### config.mk
export PLATFORM = sky130hd
export DESIGN_NAME = lsu_mem_master_flat
export DESIGN_NICKNAME = d
export VERILOG_FILES = /design/src/rtl/lsu_pkg.sv /design/src/rtl/lsu_mem_master_if.sv /design/src/rtl/lsu_lane_align.sv /design/src/rtl/lsu_mem_master.sv /design/src/flat_wrapper.sv
export SDC_FILE = /design/constraint.sdc
export NUM_CORES = 1
export LEC_CHECK = 0
export CORE_ASPECT_RATIO = 1.4
export CORE_MARGIN = 3
export CORE_UTILIZATION = 30
export CTS_CLUSTER_DIAMETER = 150
export DETAILED_ROUTE_END_ITERATION = 8
export GPL_TIMING_DRIVEN = 1
export PLACE_DENSITY_LB_ADDON = 0.12
export SETUP_SLACK_MARGIN = 0.2
export SYNTH_ARGS = -nofsm -noshare
export SYNTH_HDL_FRONTEND = slang
export SYNTH_SLANG_ARGS = --single-unit
### constraint.sdc
create_clock -name SYS_clk -period 2.38 [get_ports SYS_clk]
set_clock_uncertainty 0.15 [all_clocks]
set_input_delay 0.357 -clock SYS_clk [delete_from_list [all_inputs] [get_ports SYS_clk]]
set_output_delay 0.357 -clock SYS_clk [all_outputs]
set_load 0.05 [all_outputs]
### src/rtl/lsu_pkg.sv
// lsu_pkg: shared size codes, exception codes and FSM state encoding for the LSU.
// No ports; imported by lsu_lane_align and lsu_mem_master.
package lsu_pkg;
    localparam logic [1:0] SZ_BYTE = 2'b00;
    localparam logic [1:0] SZ_HALF = 2'b01;
    localparam logic [1:0] SZ_WORD = 2'b10;
    localparam logic [1:0] SZ_ILL  = 2'b11;

    localparam logic [1:0] EXC_NONE     = 2'b00;
    localparam logic [1:0] EXC_MISALIGN = 2'b01;
    localparam logic [1:0] EXC_TIMEOUT  = 2'b10;
    localparam logic [1:0] EXC_SIZE     = 2'b11;

    localparam logic [1:0] ST_IDLE = 2'b00;
    localparam logic [1:0] ST_REQ  = 2'b01;
    localparam logic [1:0] ST_RESP = 2'b10;
endpackage

### src/rtl/lsu_mem_master_if.sv
// lsu_mem_master_if: req/ack data-memory bus between the LSU (master) and DMEM (slave).
// Signals: MEM_req, MEM_we, MEM_addr[ADDR_W], MEM_be[4], MEM_wdata[32] toward memory;
//          MEM_rdata[32], MEM_ack back from memory.
interface lsu_mem_master_if #(parameter int ADDR_W = 8);
    logic              MEM_req;
    logic              MEM_we;
    logic [ADDR_W-1:0] MEM_addr;
    logic [3:0]        MEM_be;
    logic [31:0]       MEM_wdata;
    logic [31:0]       MEM_rdata;
    logic              MEM_ack;

    modport master (output MEM_req, MEM_we, MEM_addr, MEM_be, MEM_wdata,
                    input  MEM_rdata, MEM_ack);
    modport slave  (input  MEM_req, MEM_we, MEM_addr, MEM_be, MEM_wdata,
                    output MEM_rdata, MEM_ack);
endinterface

### src/rtl/lsu_lane_align.sv
// lsu_lane_align: combinational lane logic -- misalign flag, byte enables,
// lane-replicated store data and extracted/extended load data.
// Ports: size_i, lo_i (addr[1:0]), unsigned_i, wdata_i, rdata_i ->
//        misalign_o, be_o, wdata_o, rdata_o.
module lsu_lane_align
    import lsu_pkg::*;
(
    input  logic [1:0]  size_i,
    input  logic [1:0]  lo_i,
    input  logic        unsigned_i,
    input  logic [31:0] wdata_i,
    input  logic [31:0] rdata_i,
    output logic        misalign_o,
    output logic [3:0]  be_o,
    output logic [31:0] wdata_o,
    output logic [31:0] rdata_o
);
    logic [7:0]  b;
    logic [15:0] h;

    always_comb begin
        b          = rdata_i[{lo_i, 3'b000} +: 8];
        h          = lo_i[1] ? rdata_i[31:16] : rdata_i[15:0];
        misalign_o = (size_i == SZ_HALF && lo_i[0]) || (size_i == SZ_WORD && lo_i != 2'b00);
        be_o       = size_i == SZ_BYTE ? 4'b0001 << lo_i :
                     size_i == SZ_HALF ? (lo_i[1] ? 4'b1100 : 4'b0011) :
                     size_i == SZ_WORD ? 4'b1111 : 4'b0000;
        wdata_o    = size_i == SZ_BYTE ? {4{wdata_i[7:0]}} :
                     size_i == SZ_HALF ? {2{wdata_i[15:0]}} : wdata_i;
        rdata_o    = size_i == SZ_BYTE ? {{24{~unsigned_i & b[7]}}, b} :
                     size_i == SZ_HALF ? {{16{~unsigned_i & h[15]}}, h} : rdata_i;
    end
endmodule

### src/rtl/lsu_mem_master.sv
// lsu_mem_master: load/store unit driving a req/ack handshake to data memory.
// Ports: SYS_clk, SYS_reset (async active-low); LSU_req/we/size/unsigned/addr/wdata in;
//        LSU_busy/done/rdata/exc_code/badvaddr out; mem (lsu_mem_master_if.master).
// Optional: define LSU_TIMEOUT_EN to abort a REQ after TIMEOUT_CYC cycles without ack.
module lsu_mem_master
    import lsu_pkg::*;
#(
    parameter int ADDR_W      = 8,
    parameter int TIMEOUT_CYC = 16
) (
    input  logic        SYS_clk,
    input  logic        SYS_reset,
    input  logic        LSU_req,
    input  logic        LSU_we,
    input  logic [1:0]  LSU_size,
    input  logic        LSU_unsigned,
    input  logic [31:0] LSU_addr,
    input  logic [31:0] LSU_wdata,
    output logic        LSU_busy,
    output logic        LSU_done,
    output logic [31:0] LSU_rdata,
    output logic [1:0]  LSU_exc_code,
    output logic [31:0] LSU_badvaddr,
    lsu_mem_master_if.master mem
);
    logic [1:0]  state_q, state_d;
    logic        we_q, we_d, uns_q, uns_d;
    logic [1:0]  size_q, size_d, exc_q, exc_d;
    logic [31:0] addr_q, addr_d, wdata_q, wdata_d, rdata_q, rdata_d, badv_q, badv_d;
    logic [3:0]  be_q, be_d;
    logic        idle, misalign, tmo;
    logic [1:0]  err;
    logic [3:0]  be_a;
    logic [31:0] wdata_a, rdata_a;

    assign idle = state_q == ST_IDLE;

    // In IDLE the aligner checks the incoming request; afterwards it sees the latched
    // access so the load lane extraction uses the captured size/offset.
    lsu_lane_align u_align (
        .size_i     (idle ? LSU_size : size_q),
        .lo_i       (idle ? LSU_addr[1:0] : addr_q[1:0]),
        .unsigned_i (uns_q),
        .wdata_i    (LSU_wdata),
        .rdata_i    (mem.MEM_rdata),
        .misalign_o (misalign),
        .be_o       (be_a),
        .wdata_o    (wdata_a),
        .rdata_o    (rdata_a)
    );

`ifdef LSU_TIMEOUT_EN
    localparam int CW = $clog2(TIMEOUT_CYC + 1);
    logic [CW-1:0] cnt_q, cnt_d;
    // Counter is held at zero outside REQ, so it starts from zero on REQ entry.
    assign cnt_d = state_q == ST_REQ ? cnt_q + 1'b1 : '0;
    assign tmo   = cnt_q == CW'(TIMEOUT_CYC - 1);
    always_ff @(posedge SYS_clk or negedge SYS_reset) begin
        if (!SYS_reset) cnt_q <= '0;
        else            cnt_q <= cnt_d;
    end
`else
    assign tmo = TIMEOUT_CYC < 0;
`endif

    always_comb begin
        state_d = state_q;
        we_d    = we_q;
        uns_d   = uns_q;
        size_d  = size_q;
        addr_d  = addr_q;
        wdata_d = wdata_q;
        be_d    = be_q;
        rdata_d = rdata_q;
        exc_d   = exc_q;
        badv_d  = badv_q;
        err     = LSU_size == SZ_ILL ? EXC_SIZE : misalign ? EXC_MISALIGN : EXC_NONE;
        if (idle && LSU_req) begin
            we_d    = LSU_we;
            uns_d   = LSU_unsigned;
            size_d  = LSU_size;
            addr_d  = LSU_addr;
            wdata_d = wdata_a;
            be_d    = be_a;
            state_d = err != EXC_NONE ? ST_RESP : ST_REQ;
            if (err != EXC_NONE) begin
                exc_d  = err;
                badv_d = LSU_addr;
            end
        end else if (state_q == ST_REQ && mem.MEM_ack) begin
            rdata_d = we_q ? rdata_q : rdata_a;
            exc_d   = EXC_NONE;
            state_d = ST_RESP;
        end else if (state_q == ST_REQ && tmo) begin
            exc_d   = EXC_TIMEOUT;
            badv_d  = addr_q;
            state_d = ST_RESP;
        end else if (state_q == ST_RESP) begin
            state_d = ST_IDLE;
        end
    end

    always_ff @(posedge SYS_clk or negedge SYS_reset) begin
        if (!SYS_reset) begin
            state_q <= ST_IDLE;
            we_q    <= 1'b0;
            uns_q   <= 1'b0;
            size_q  <= SZ_BYTE;
            addr_q  <= '0;
            wdata_q <= '0;
            be_q    <= '0;
            rdata_q <= '0;
            exc_q   <= EXC_NONE;
            badv_q  <= '0;
        end else begin
            state_q <= state_d;
            we_q    <= we_d;
            uns_q   <= uns_d;
            size_q  <= size_d;
            addr_q  <= addr_d;
            wdata_q <= wdata_d;
            be_q    <= be_d;
            rdata_q <= rdata_d;
            exc_q   <= exc_d;
            badv_q  <= badv_d;
        end
    end

    assign LSU_busy      = !idle;
    assign LSU_done      = state_q == ST_RESP;
    assign LSU_rdata     = rdata_q;
    assign LSU_exc_code  = exc_q;
    assign LSU_badvaddr  = badv_q;
    assign mem.MEM_req   = state_q == ST_REQ;
    assign mem.MEM_we    = mem.MEM_req & we_q;
    assign mem.MEM_addr  = addr_q[ADDR_W+1:2];
    assign mem.MEM_be    = mem.MEM_req ? be_q : 4'b0000;
    assign mem.MEM_wdata = wdata_q;
endmodule

### src/flat_wrapper.sv
// flat-port wrapper written by rule: the top's interface ports become plain ports
module lsu_mem_master_flat import lsu_pkg::*;
#(
    parameter int ADDR_W      = 8,
    parameter int TIMEOUT_CYC = 16
)
  (SYS_clk, SYS_reset, LSU_req, LSU_we, LSU_size, LSU_unsigned, LSU_addr, LSU_wdata, LSU_busy, LSU_done, LSU_rdata, LSU_exc_code, LSU_badvaddr, mem_MEM_req, mem_MEM_we, mem_MEM_addr, mem_MEM_be, mem_MEM_wdata, mem_MEM_rdata, mem_MEM_ack);
  lsu_mem_master_if #(.ADDR_W(ADDR_W)) mem_i ();
  input  logic SYS_clk;
  input  logic SYS_reset;
  input  logic LSU_req;
  input  logic LSU_we;
  input  logic [1:0] LSU_size;
  input  logic LSU_unsigned;
  input  logic [31:0] LSU_addr;
  input  logic [31:0] LSU_wdata;
  output logic LSU_busy;
  output logic LSU_done;
  output logic [31:0] LSU_rdata;
  output logic [1:0] LSU_exc_code;
  output logic [31:0] LSU_badvaddr;
  output wire logic [$bits(mem_i.MEM_req)-1:0] mem_MEM_req;
  output wire logic [$bits(mem_i.MEM_we)-1:0] mem_MEM_we;
  output wire logic [$bits(mem_i.MEM_addr)-1:0] mem_MEM_addr;
  output wire logic [$bits(mem_i.MEM_be)-1:0] mem_MEM_be;
  output wire logic [$bits(mem_i.MEM_wdata)-1:0] mem_MEM_wdata;
  input wire logic [$bits(mem_i.MEM_rdata)-1:0] mem_MEM_rdata;
  input wire logic [$bits(mem_i.MEM_ack)-1:0] mem_MEM_ack;
  assign mem_MEM_req = mem_i.MEM_req;
  assign mem_MEM_we = mem_i.MEM_we;
  assign mem_MEM_addr = mem_i.MEM_addr;
  assign mem_MEM_be = mem_i.MEM_be;
  assign mem_MEM_wdata = mem_i.MEM_wdata;
  assign mem_i.MEM_rdata = mem_MEM_rdata;
  assign mem_i.MEM_ack = mem_MEM_ack;
  lsu_mem_master #(.ADDR_W(ADDR_W), .TIMEOUT_CYC(TIMEOUT_CYC)) u_core (.SYS_clk(SYS_clk), .SYS_reset(SYS_reset), .LSU_req(LSU_req), .LSU_we(LSU_we), .LSU_size(LSU_size), .LSU_unsigned(LSU_unsigned), .LSU_addr(LSU_addr), .LSU_wdata(LSU_wdata), .LSU_busy(LSU_busy), .LSU_done(LSU_done), .LSU_rdata(LSU_rdata), .LSU_exc_code(LSU_exc_code), .LSU_badvaddr(LSU_badvaddr), .mem(mem_i));
endmodule
## Word level (Yosys, flattened, before mapping)

Index checks and enable logic that the tools add are counted.
Widths: inputs -> output; s select.

- Output and inout bits: 114
- Logic and storage cells: 60
- Register bits after elaboration: 118
- Bits of input ports: 104

- Shifts and indexed selects: 2
- Multiplexer cells: 21
- Bitwise gates (word level): 6
- Reduce and logical (&&, ||, !) cells: 15
- Equal/unequal tests: 6

Operators by type and width:

| operator | number |
|---|---|
| $mux 32 | 4 |
| $shiftx 32x6->8 | 1 |
| $mux 2 | 10 |
| $mux 4 | 5 |
| $mux 16 | 1 |
| $eq 2x2->1 const B | 3 |
| $reduce_bool 2->1 | 3 |
| $eq 2x1->1 const B | 2 |
| $logic_and 1x1->1 | 4 |
| $logic_not 2->1 | 2 |
| $reduce_and 2->1 | 2 |
| $shl 1x2->4 const A | 1 |
| $and 1x1->1 | 3 |
| $not 1->1 | 3 |
| $reduce_and 3->1 | 1 |
| $reduce_bool 3->1 | 1 |
| $ne 2x2->1 const B | 1 |
| $logic_not 1->1 | 1 |
| $logic_or 1x1->1 | 1 |
| $mux 1 | 1 |

## Depth between registers and ports, before layout

Gate-level depths: netlist of run 1.

- Word-level depth: 10
- Mapped depth: 9
- Depth with buffers taken out: 6

## Hierarchy

From an unflattened synthesis of run 1, not the netlist that was laid out.

- Cells, all modules: 472
- Area total of the unflattened synthesis: 5934.4 um2

By module, submodules not included:

| module | area each (um2) | instances | cells an instance | seq. area each (um2) |
|---|---|---|---|---|
| lsu_mem_master | 4712.0 | 1 | 278 | 2952.8 |
| lsu_lane_align | 1222.4 | 1 | 194 | 0.0 |

## Worst setup path before layout of run 1

Ideal clock, no wire load.

- Path type: reg2reg
- Start: reg u_core.state_q[0]
- End: reg u_core.badv_q[13] (netlist: u_core.LSU_badvaddr[13])
- Buffers on the path: 2
- Library setup time: 0.125 ns
- Arrival time: 2.007 ns
- Path slack: 0.098 ns
- Stages on the path, launching flop included: 9
- Data required time: 2.105 ns
- Clock period less this slack: 2.282 ns
- Path through: dfrtp_1 buf_4 nor2_8 inv_2 mux2i_2 a31oi_4 a21oi_4 buf_4 mux2_2

- Word-level cells in the longest chain between the ends: 9
- Elaborated cells between the ends (all ways): 14
- Those cells by class: eq/ne: 2; mux: 4; reduce/logical: 8

RTL lines:

| item | line | text |
|---|---|---|
| from (decl) | lsu_mem_master.sv:26 | `logic [1:0] state_q, state_d;` |
| from (signal assigned) | lsu_mem_master.sv:116 | `state_q <= state_d;` |
| $logic_not 2->1 * | lsu_mem_master.sv:36 | `assign idle = state_q == ST_IDLE;` |
| $mux 2, on equally long branches | lsu_mem_master.sv:41, lsu_mem_master.sv:42 |  |
| $eq 2x1->1 (tied with other cells) | lsu_lane_align.sv:24 | `misalign_o = (size_i == SZ_HALF && lo_i[0]) \|\| (size_i == SZ_WORD && lo_i != 2'b00);` |
| $logic_and 1x1->1 | lsu_lane_align.sv:24 |  |
| $logic_or 1x1->1 | lsu_lane_align.sv:24 |  |
| $mux 1 | lsu_mem_master.sv:77 | `err = LSU_size == SZ_ILL ? EXC_SIZE : misalign ? EXC_MISALIGN : EXC_NONE;` |
| $mux 2 | lsu_mem_master.sv:77 |  |
| $reduce_bool 2->1 | lsu_mem_master.sv:86 | `if (err != EXC_NONE) begin` |
| $reduce_and 2->1 (no line) * | n/a |  |
| to (signal assigned) | lsu_mem_master.sv:125 | `badv_q <= badv_d;` |
| to (decl) | lsu_mem_master.sv:29 | `logic [31:0] addr_q, addr_d, wdata_q, wdata_d, rdata_q, rdata_d, badv_q, badv_d;` |

Mark *: on every way between the ends. The rest lies on a longest branch, timed or not.
A chain may end at the register's enable or synchronous reset.

## Final worst setup path of run 1

- Start: reg u_core.state_q[1]
- End: reg u_core.rdata_q[19] (netlist: u_core.LSU_rdata[19])

- Word-level cells in the longest chain between the ends: 6
- Elaborated cells between the ends (all ways): 16
- Those cells by class: eq/ne: 2; shift: 1; mux: 5; bitwise: 3; reduce/logical: 5

RTL lines:

| item | line | text |
|---|---|---|
| branches (longest 6 deep; another with $shiftx 32x6->8) | n/a |  |
| to (signal assigned) | lsu_mem_master.sv:123 | `rdata_q <= rdata_d;` |
| to (decl) | lsu_mem_master.sv:29 |  |

Several ways; the timed one is not identified.

==> metrics.md, run 1 <==
| Metric | Value |
|---|---|
| Post-place setup slack | -0.3332 ns |
| Grt ovf | 0 |
| Final Max Slew Viols | 0 |
| I/O Buffers | 217 |
| Post-DP HPWL | 13340 µm |
| Yosys top cell by area | dfrtp_1 |
| Min setup slack post-route | 0.07343 ns |
| Antenna Nets Post-Route | 0 |
| EDFF count, synth | 0 |
| Final Cycle Share | 0.9691 |
| Synth warnings | 0 |
| Initial antenna violation count | 0 |
| Syn_nets | 606 |
| Worst skew pair latency | 0.41 ns |
| Number of global-route vias before repair | 5263 |
| Vias per inst | 4.946 |
| Final min period | 2.307 ns |
| DR pass1 iterations | 4 |
| ANT cells | 0 |
| Max VDD drop | 0.7939 mV |
| Status | finished clean |
| H-tree depth | 4 |
| Starting Density | 0.3059 |
| Synth top cells by count | dfrtp_1, nand2_1, o21ai_0 |
| Final #Nets | 860 |
| Detailed-route wire length | 19010 µm |
| First-pass GRT wire length | 29350 µm |
| CP Max Fanout | 8 |
| Critical Path AT | 2.45 ns |
| Worst slew pin tran | 0.7164 ns |
| Layout cells sized above 1 | 0.2253 |
| Gr usage total | 0.1898 |
| Synth top area share | 0.5364 |
| Worst-case clock buffer depth | 2 |
| Worst Path Required | 2.52 ns |
| Die X | 120.5 µm |
| Unrepaired setup endpoints after global routing | yes |
| Clock Pin Slew Worst Setup and Hold Paths | 0.06 ns |
| Area growth, synth to finish | 66.68% |
| Number of cell rows | 58 |
| Power Density | 1698 nW/µm² |
| Die height | 166.3 µm |
| Final hold violations | 0 |
| Lkg Pwr | 0.004023 µW |
| Total number of vias | 4986 |
| Async S/R FF share, synth | 1.000 |
| R2R cell count | 6 |
| Root buffer cell | clkbuf_16 |
| Iteration-0 DRC count of the detailed router | 284 |
| Sequential fraction of the synthesis area | 0.5364 |
| Max Cap Violations | 0 |
| CORE AREA | 18000 µm² |
| Clock sinks | 118 |
| Synth Flop Type | dfrtp_1 |
| Most common cell in the netlist | dfrtp_1 |
| DRC viols | 0 |
| Mapped Area | 5505 µm² |
| Critical path type | reg -> reg |
| Synth Register Bits | 118 |
| Synth area leaders | dfrtp_1, nand2_1, mux2_2, mux2i_1, mux2_1 |
| Hold WS | 0.2258 ns |
| CTS Buf Count | 17 |
| Final design utilization | 0.5099 |
| Top Ports | 218 |
| Mapped Cells | 502 |
| Worst hold path type | in -> async |
| CTS tree | yes |
| Die area | 20040 µm² |
| Pin count of the biggest net entering global routing | 78 |
| Wire per inst | 18.86 µm |
| Routability-driven placement congestion ratio | 0.8287 |
| Count of cell types in the netlist | 53 |
| Setup crit end kind | register |
| Startpoint Class | register |
| Max Fclk | 0.4335 GHz |
| Mean Syn Cell Area | 10.97 µm² |
| Final Setup Violations | 0 |
| Rel. slew slack | 0.5219 |
| Fillers | 1698 |
per-layer routing:
| layer | vias up | routed length (µm) | global-route usage |
|---|---|---|---|
| li1 | 2303 | - | - |
| met1 | 2467 | 7383 | 0.2126 |
| met2 | 177 | 9918 | 0.3324 |
| met3 | 39 | 1101 | 0.05383 |
| met4 | 0 | 602 | 0.08383 |
| met5 | - | 0 | 0 |
what timing repair did:
action / in CTS / in global routing
gates resized for setup: 33 / 30
setup buffers: 9 / 5
pin swaps: 7 / 18
endpoints found under the hold margin: 91 / 0
cloned: 2 / 2
hold buffers: 1 / 0
endpoints found under the setup margin: 71 / 80
registers in the layout (all words and copies together) (netlist names):
name	count
u_core.we_q	1
u_core.addr_q	10
u_core.LSU_badvaddr	32
u_core.state_q	2
u_core.LSU_rdata	32
u_core.be_q	4
u_core.mem.MEM_wdata	32
u_core.LSU_exc_code	2
u_core.size_q	2
u_core.uns_q	1
cells in the final DEF (no fill, tap or decap), drive strengths merged, types with 2 or more instances in the layout:
master	synthesis	layout
a21o	10	10
mux2	39	39
mux2i	25	25
a41oi	2	2
nand3	5	5
dfrtp	118	118
o311a	1	2
clkbuf	16	22
bufinv	0	2
nor2	26	26
nand2	99	99
clkinv	0	7
o21a	2	2
a222oi	7	7
a221o	16	16
clkdlybuf4s50	0	204
a21oi	9	9
and2	7	8
buf	26	65
nand2b	3	3
inv	4	4
a31oi	9	9
nor4	2	2
o21ai	38	38
o211ai	10	10
a22o	2	2
a211oi	10	10
dlygate4sd2	0	2
nor3	2	2
or3b	2	2
dlymetal6s2s	0	2
worst max-delay path, cell delays in order (launching register included):
cell	delay, ns
dfrtp_2	0.47
buf_4	0.18
o21a_1	0.21
o21ai_1	0.28
a211oi_4	0.14
o311a_4	0.46
a221o_1	0.28
logic make-up (layout without fill, tap and decap cells):
logic type	after synthesis	in the layout	synth area share
buf+inv	46	310	0.04614
flops	118	118	0.5364
simple gates	154	155	0.1280
mux	64	64	0.1259
compound gates	120	121	0.1636
path summary, 6_finish.rpt:
kind	to	slack, ns	start
max	u_core.LSU_rdata[19]	0.07	u_core.state_q[1]
min	u_core.LSU_badvaddr[30]	0.23	SYS_reset
max reg2reg	u_core.LSU_rdata[19]	0.07	u_core.state_q[1]
min reg2reg	u_core.addr_q[2]	0.32	u_core.addr_q[2]
max in group asynchronous	u_core.mem.MEM_wdata[15]	1.18	SYS_reset
min in group SYS_clk	u_core.addr_q[1]	0.25	LSU_addr[1]
where the power goes:
group | internal (µW) | total, µW | switching [µW]
Clock | 1550 | 2450 | 896
Combinational | 3740 | 9570 | 5830
Sequential | 2980 | 3570 | 590
metrics by stage:
stage               std cells  power, µW  instance area, µm²  TNS (ns)
CTS                      1001      15400                9002         0
floorplan                 502       9344                5529         0
finish                   1008      15590                9176         0
global placement          958      12370                8188    -11.38
global route             1008      16390                9176         0
detailed placement        958      12500                8188    -12.94
cell type report:
type | count | area (µm²) | area share
flip-flops and latches | 118 | 2955 | 0.3221
repair buffers | 275 | 2800 | 0.3052
multi-input cells | 340 | 2546 | 0.2775
clock buffers | 21 | 450.4 | 0.04909
well taps | 240 | 300.3 | 0.03272
clock inverters | 10 | 106.4 | 0.01159
inverters | 4 | 17.52 | 0.001909
Note: power is estimated with default switching activity, not from simulation.
==> run 2, diff against run 1 <==
--- a/config.mk
+++ b/config.mk
@@ -8,7 +8,6 @@
 export CORE_ASPECT_RATIO = 1.4
 export CORE_MARGIN = 3
 export CORE_UTILIZATION = 30
-export CTS_CLUSTER_DIAMETER = 150
 export DETAILED_ROUTE_END_ITERATION = 8
 export GPL_TIMING_DRIVEN = 1
 export PLACE_DENSITY_LB_ADDON = 0.12
==> constraint.sdc (replaced) <==
create_clock -name SYS_clk -period 1.9 [get_ports SYS_clk]
set_clock_uncertainty 0.15 [all_clocks]
set_input_delay 0.285 -clock SYS_clk [delete_from_list [all_inputs] [get_ports SYS_clk]]
set_output_delay 0.285 -clock SYS_clk [all_outputs]
set_load 0.05 [all_outputs]
==> run 2 against run 1 <==
The run now ends with negative setup slack left; utilization rose by 2.0 points; clock power rose by 35%; die area stayed put; power increased by 33%; routed wire length rose by 4.5%; flip-flop and latch count stayed put; setup slack got worse by 0.43 ns; largest cell class is now buffers.
==> metrics.md, run 2 (synthesis gave the netlist of run 1 again) <==
| Metric | Value |
|---|---|
| Cell family with most CP delay | compound AO/OA/AOI/OAI gates (unchanged) |
| Startpoint Class | register (unchanged) |
| Number of cell rows | 58 (unchanged) |
| Unrepaired setup endpoints after global routing | yes (unchanged) |
| H-tree depth | 4 (unchanged) |
| CTS tree | yes (unchanged) |
| Sw Share | 0.4629 (was 0.4693) |
| Critical path buffers and inverters | 1 (unchanged) |
| Max VDD drop | 1.053 mV (was 0.7939 mV) |
| CORE AREA | 18000 µm² (unchanged) |
| Rel. slew slack | 0.6770 (was 0.5219) |
| Hold WS | 0.1466 ns (was 0.2258 ns) |
| ANT cells | 0 (unchanged) |
| Post-DP HPWL | 13680 µm (was 13340 µm) |
| Layout cells sized above 1 | 0.4042 (was 0.2253) |
| Slowest CP cell | o311a_4 (was dfrtp_2) |
| Final hold violations | 0 (unchanged) |
| Worst-case clock buffer depth | 2 (unchanged) |
| Critical path type | reg -> reg (unchanged) |
| CP max stage delay | 0.44 ns (was 0.47 ns) |
| Fin area | 9544 µm² (was 9176 µm²) |
| Final Max Slew Viols | 0 (unchanged) |
| Detailed-route wire length | 19860 µm (was 19010 µm) |
| CP Max Fanout | 17 (was 8) |
| Sequential share of power | 0.216 (was 0.229) |
| Most frequent cells in the layout | buf_4, dfrtp_1, clkdlybuf4s50_1 (was clkdlybuf4s50_1, dfrtp_1, nand2_1) |
| Most common cell after layout, fill and taps aside | buf_4 (was clkdlybuf4s50_1) |
| Clock power frac | 0.160 (was 0.157) |
| Final min period | 2.257 ns (was 2.307 ns) |
| Final #Nets | 897 (was 860) |
| Gate power share | 0.624 (was 0.614) |
| Final design utilization | 0.5303 (was 0.5099) |
| Starting Density | 0.3059 (unchanged) |
| Clock Pin Slew Worst Setup and Hold Paths | 0.05 ns (was 0.06 ns) |
| Iteration-0 DRC count of the detailed router | 300 (was 284) |
| Top Ports | 218 (unchanged) |
| Root buffer cell | clkbuf_16 (unchanged) |
| Pint | 11100 µW (was 8272 µW) |
| Max Cap Violations | 0 (unchanged) |
| Vias per inst | 4.872 (was 4.946) |
| Placed cell areas | 8177 µm² (was 8188 µm²) |
| Setup crit end kind | register (unchanged) |
| Final Setup Violations | 120 (was 0) |
| Lkg Pwr | 0.004434 µW (was 0.004023 µW) |
| Clock sinks | 118 (unchanged) |
| Critical Path AT | 2.39 ns (was 2.45 ns) |
| Die area | 20040 µm² (unchanged) |
| Wire per inst | 19.02 µm (was 18.86 µm) |
| Status | finished, violations left (was finished clean) |
| Fillers | 1652 (was 1698) |
| Setup TNS | -24.85 ns (was 0 ns) |
| First-pass GRT wire length | 29930 µm (was 29350 µm) |
| CTS Buf Count | 17 (unchanged) |
| Die X | 120.5 µm (unchanged) |
| Power Density | 2166 nW/µm² (was 1698 nW/µm²) |
| Die height | 166.3 µm (unchanged) |
| DRC viols | 0 (unchanged) |
| Number of global-route vias before repair | 5383 (was 5263) |
| Routability-driven placement congestion ratio | 0.8382 (was 0.8287) |
| Min setup slack post-route | -0.3565 ns (was 0.07343 ns) |
| Antenna Nets Post-Route | 0 (unchanged) |
| Net switching power | 9568 µW (was 7314 µW) |
| Final Cycle Share | 1.188 (was 0.9691) |
| Pin count of the biggest net entering global routing | 83 (was 78) |
| Area growth, synth to finish | 73.36% (was 66.68%) |
| Post-place setup slack | -0.6984 ns (was -0.3332 ns) |
| DR pass1 iterations | 5 (was 4) |
| Gr usage total | 0.1927 (was 0.1898) |
| Worst hold path type | in -> reg (was in -> async) |
| Total number of vias | 5086 (was 4986) |
| Worst skew pair latency | 0.40 ns (was 0.41 ns) |
| Max Fclk | 0.4432 GHz (was 0.4335 GHz) |
| Worst slew pin tran | 0.4846 ns (was 0.7164 ns) |
| Initial antenna violation count | 0 (unchanged) |
| Worst Path Required | 2.04 ns (was 2.52 ns) |
| Failing checks | negative setup slack |
| Grt ovf | 0 (unchanged) |
| CP Cell Sequence | buf_12 > o21a_1 > o21ai_1 > a211oi_4 > o311a_4 > a221o_1 (was buf_4 > o21a_1 > o21ai_1 > a211oi_4 > o311a_4 > a221o_1) |
| I/O Buffers | 217 (unchanged) |
run 2: changes by cell type in the layout (fill, tap and decap cells not counted), moves of 9 or more:
cell | previous run | this run
buf_4 | 46 | 168
clkdlybuf4s50_1 | 204 | 101
buf_6 | 6 | 15
mux2_2 | 21 | 6
o21ai_0 | 23 | 8
o21ai_1 | 10 | 27
mux2_4 | 14 | 28
run 2: final timing paths:
kind / startpoint / endpoint / slack (ns) / cells past startpoint
setup / recovery: u_core.state_q[1] / u_core.LSU_rdata[22] / -0.36 / 6
hold / removal: LSU_addr[0] / u_core.addr_q[0] / 0.15 / 3
setup reg to reg: u_core.state_q[1] / u_core.LSU_rdata[22] / -0.36 / 6
hold reg to reg: u_core.addr_q[7] / u_core.addr_q[7] / 0.32 / 2
max in group asynchronous: SYS_reset / u_core.uns_q / 0.86 / 3
min in group asynchronous: SYS_reset / u_core.be_q[0] / 0.32 / 3
run 2: cell type report:
type | instances | area (µm²) | area share
inverter | 4 | 22.52 | 0.002360
clock buffer | 22 | 484.2 | 0.05073
clock inverter | 8 | 122.6 | 0.01285
tap | 240 | 300.3 | 0.03146
sequential | 118 | 2953 | 0.3094
timing repair buffer | 311 | 2967 | 0.3108
multi-input combinational | 341 | 2695 | 0.2824
run 2: per-layer routing:
metal  GRT usage  vias up  share of wire
met5           0        -              0
met4     0.05868        0          0.014
met3     0.05758       18          0.061
met2      0.3480      177           0.55
met1      0.2160     2515           0.38
li1            -     2376              -
run 2: power by group through the flow:
stage          registers [µW]  clock network (µW)  logic [µW]
2_1_floorplan            7810                   0        4090
3_3_place_gp             4420                   0       11100
3_5_place_dp             4460                   0       11200
4_1_cts                  4450                3380       12200
5_1_grt                  4630                3510       13500
6_report                 4470                3310       12900
run 2: stage by stage:
stage	total power, µW	std cells
CTS	20060	1034
floorplan	11900	502
finish	20670	1044
detailed placement	15710	983
global placement	15560	983
global route	21690	1044
run 2: worst register-to-register path, cell delays in order (launching register included):
cell and delay (ns):
dfrtp_1 0.40, buf_12 0.16, o21a_1 0.20, o21ai_1 0.35, a211oi_4 0.16, o311a_4 0.44, a221o_1 0.29
run 2: timing repair:
item,CTS,global route
buffers inserted,15,7
gates resized for setup,59,68
endpoints found under the setup margin,124,127
hold buffers,1,0
cloned,5,3
pin swaps,11,12
hold endpoints to repair,118,0
==> run 3, diff against run 2 <==
==> constraint.sdc (replaced) <==
create_clock -name SYS_clk -period 2.4 [get_ports SYS_clk]
set_clock_uncertainty 0.15 [all_clocks]
set_input_delay 0.36 -clock SYS_clk [delete_from_list [all_inputs] [get_ports SYS_clk]]
set_output_delay 0.36 -clock SYS_clk [all_outputs]
set_load 0.05 [all_outputs]
==> run 3 against run 2 <==
The run now ends clean; global-route usage down 0.66 points; utilization down 2.0 points; clock power down 22%; first-iteration DRC count up 21%; register-to-register slack better by 0.52 ns; die area unchanged; largest power group unchanged; highest routed layer unchanged.
==> metrics.md, run 3 (synthesis gave the netlist of run 1 again) <==
| Metric | Value |
|---|---|
| Status | finished clean (was finished, violations left) |
| HP Start | LSU_addr[0] (unchanged) |
| I/O Buffers | 217 (unchanged) |
| Number of global-route vias before repair | 5255 (was 5383) |
| Clock sinks | 118 (unchanged) |
| Number of cell rows | 58 (unchanged) |
| Worst-case clock buffer depth | 2 (unchanged) |
| DR pass1 iterations | 5 (unchanged) |
| CTS Buf Count | 17 (unchanged) |
| H-tree depth | 4 (unchanged) |
| Cell family with most CP delay | compound AO/OA/AOI/OAI gates (unchanged) |
| Placed cell areas | 8180 µm² (was 8177 µm²) |
| Reg2reg start | u_core.state_q[1] (unchanged) |
| Grt ovf | 0 (unchanged) |
| Iteration-0 DRC count of the detailed router | 363 (was 300) |
| Clock Pin Slew Worst Setup and Hold Paths | 0.05 ns (about the same) |
| Met1 Track Usage GR | 0.2181 (was 0.2160) |
| Met3 Usage GRT | 0.05417 (was 0.05758) |
| Total number of vias | 4980 (was 5086) |
| Die area | 20040 µm² (unchanged) |
| CTS tree | yes (unchanged) |
| Hold WS | 0.2370 ns (was 0.1466 ns) |
| Max VDD drop | 0.7277 mV (was 1.053 mV) |
| Worst Path Required | 2.53 ns (was 2.04 ns) |
| Power Density | 1681 nW/µm² (was 2166 nW/µm²) |
| GR Util met2 | 0.3174 (was 0.3480) |
| Antenna Nets Post-Route | 0 (unchanged) |
| Detailed-route wire length | 18840 µm (was 19860 µm) |
| Critical path buffers and inverters | 1 (unchanged) |
| CP max stage delay | 0.45 ns (was 0.44 ns) |
| Worst hold path type | in -> reg (unchanged) |
| Non-filler cells, final | 1006 (was 1044) |
| Die height | 166.3 µm (unchanged) |
| Wire per inst | 18.73 µm (was 19.02 µm) |
| GR peak layer | met2 (unchanged) |
| Max Cap Violations | 0 (unchanged) |
| Most common cell after layout, fill and taps aside | clkdlybuf4s50_1 (was buf_4) |
| Final design utilization | 0.5108 (was 0.5303) |
| Final #Nets | 858 (was 897) |
| Root buffer cell | clkbuf_16 (unchanged) |
| DRC viols | 0 (unchanged) |
| ANT cells | 0 (unchanged) |
| Final Setup Violations | 0 (was 120) |
| Worst skew pair latency | 0.40 ns (about the same) |
| Multi-input logic area | 2516 µm² (was 2695 µm²) |
| Lkg Pwr | 0.003993 µW (was 0.004434 µW) |
| Slowest CP cell | o311a_4 (unchanged) |
| Initial antenna violation count | 0 (unchanged) |
| Final hold violations | 0 (unchanged) |
| Vias per inst | 4.950 (was 4.872) |
| Fillers | 1735 (was 1652) |
| Starting Density | 0.3059 (unchanged) |
| Most frequent cells in the layout | clkdlybuf4s50_1, dfrtp_1, nand2_1 (was buf_4, dfrtp_1, clkdlybuf4s50_1) |
| CP startpoint | u_core.state_q[1] (unchanged) |
| Final Cycle Share | 0.9315 (was 1.188) |
| CP Cell Sequence | buf_6 > or3b_4 > nand3_4 > a211oi_4 > o311a_4 > a221o_1 (was buf_12 > o21a_1 > o21ai_1 > a211oi_4 > o311a_4 > a221o_1) |
| FF+latch area | 2954 µm² (was 2953 µm²) |
| First-pass GRT wire length | 29430 µm (was 29930 µm) |
| Fin area | 9193 µm² (was 9544 µm²) |
| Area growth, synth to finish | 66.98% (was 73.36%) |
| Routability-driven placement congestion ratio | 0.7958 (was 0.8382) |
| CORE AREA | 18000 µm² (unchanged) |
| Worst slew pin tran | 0.7602 ns (was 0.4846 ns) |
| Top Ports | 218 (unchanged) |
| Max Fclk | 0.4473 GHz (was 0.4432 GHz) |
| Pin count of the biggest net entering global routing | 72 (was 83) |
| Post-DP HPWL | 12950 µm (was 13680 µm) |
| Unrepaired setup endpoints after global routing | yes (unchanged) |
| Startpoint Class | register (unchanged) |
| Critical path type | reg -> reg (unchanged) |
| CP Max Fanout | 8 (was 17) |
| Layout cells sized above 1 | 0.2180 (was 0.4042) |
| Final Max Slew Viols | 0 (unchanged) |
| Die X | 120.5 µm (unchanged) |
| Final min period | 2.236 ns (was 2.257 ns) |
| Rel. slew slack | 0.4927 (was 0.6770) |
| Setup crit end kind | register (unchanged) |
| Placed insts | 958 (was 983) |
| Critical Path AT | 2.36 ns (was 2.39 ns) |
| Gr usage total | 0.1860 (was 0.1927) |
run 3: cell count changes in the layout (fill, tap and decap cells not counted), moves of 6 or more:
| cell | previous run | this run |
|---|---|---|
| and2_1 | 0 | 6 |
| and2_4 | 8 | 1 |
| buf_4 | 168 | 42 |
| buf_6 | 15 | 6 |
| clkdlybuf4s50_1 | 101 | 207 |
| mux2_2 | 6 | 26 |
| mux2_4 | 28 | 8 |
| o21ai_0 | 8 | 25 |
| o21ai_1 | 27 | 8 |
run 3: stage by stage:
| step | power [µW] | setup TNS, ns | setup WS, ns |
|---|---|---|---|
| floorplan | 9251 | 0 | 0.2166 |
| global placement | 12240 | -11.50 | -0.2110 |
| detailed placement | 12350 | -12.47 | -0.2453 |
| CTS | 15220 | 0 | 0.1816 |
| global route | 16270 | 0 | 0.08671 |
| finish | 15460 | 0 | 0.1644 |
run 3: report_power, final:
group | total (µW) | switching (µW) | internal, µW | leakage, µW
combinational | 9370 | 5760 | 3610 | 0.00226
sequential | 3510 | 564 | 2950 | 0.00144
clock | 2570 | 885 | 1690 | 0.000290
run 3: cell type report:
type                            count  area share
Clock inverter                      7     0.01007
Timing Repair Buffer              273      0.3043
Inverter                            4    0.002178
Tap cell                          240     0.03267
Clock buffer                       24     0.05567
Sequential cell                   118      0.3214
Multi-Input combinational cell    340      0.2737
run 3: worst paths after layout:
path | slack, ns | endpoint | cells past startpoint
max | 0.16 | u_core.LSU_rdata[26] | 6
min | 0.24 | u_core.LSU_badvaddr[0] | 2
max reg2reg | 0.16 | u_core.LSU_rdata[26] | 6
min reg2reg | 0.32 | u_core.be_q[2] | 2
max in group asynchronous | 1.07 | u_core.size_q[1] | 3
min in group asynchronous | 0.35 | u_core.LSU_badvaddr[24] | 2
run 3: routing by layer:
layer	share of wire	vias up
li1	-	2308
met5	0	-
met3	0.066	29
met4	0.027	0
met2	0.51	217
met1	0.40	2426
run 3: worst register-to-register path, cell delays in order, from the launching register on:
cell and delay (ns):
dfrtp_2 0.44, buf_6 0.15, or3b_4 0.43, nand3_4 0.11, a211oi_4 0.09, o311a_4 0.46
a221o_1 0.29
run 3: repair_timing:
item / CTS / global route
setup buffers: 3 / 7
endpoints found under the setup margin: 48 / 65
hold buffers: 1 / 0
endpoints found under the hold margin: 40 / 0
pin swaps: 3 / 9
gates resized for setup: 18 / 33
cloned: 1 / 5
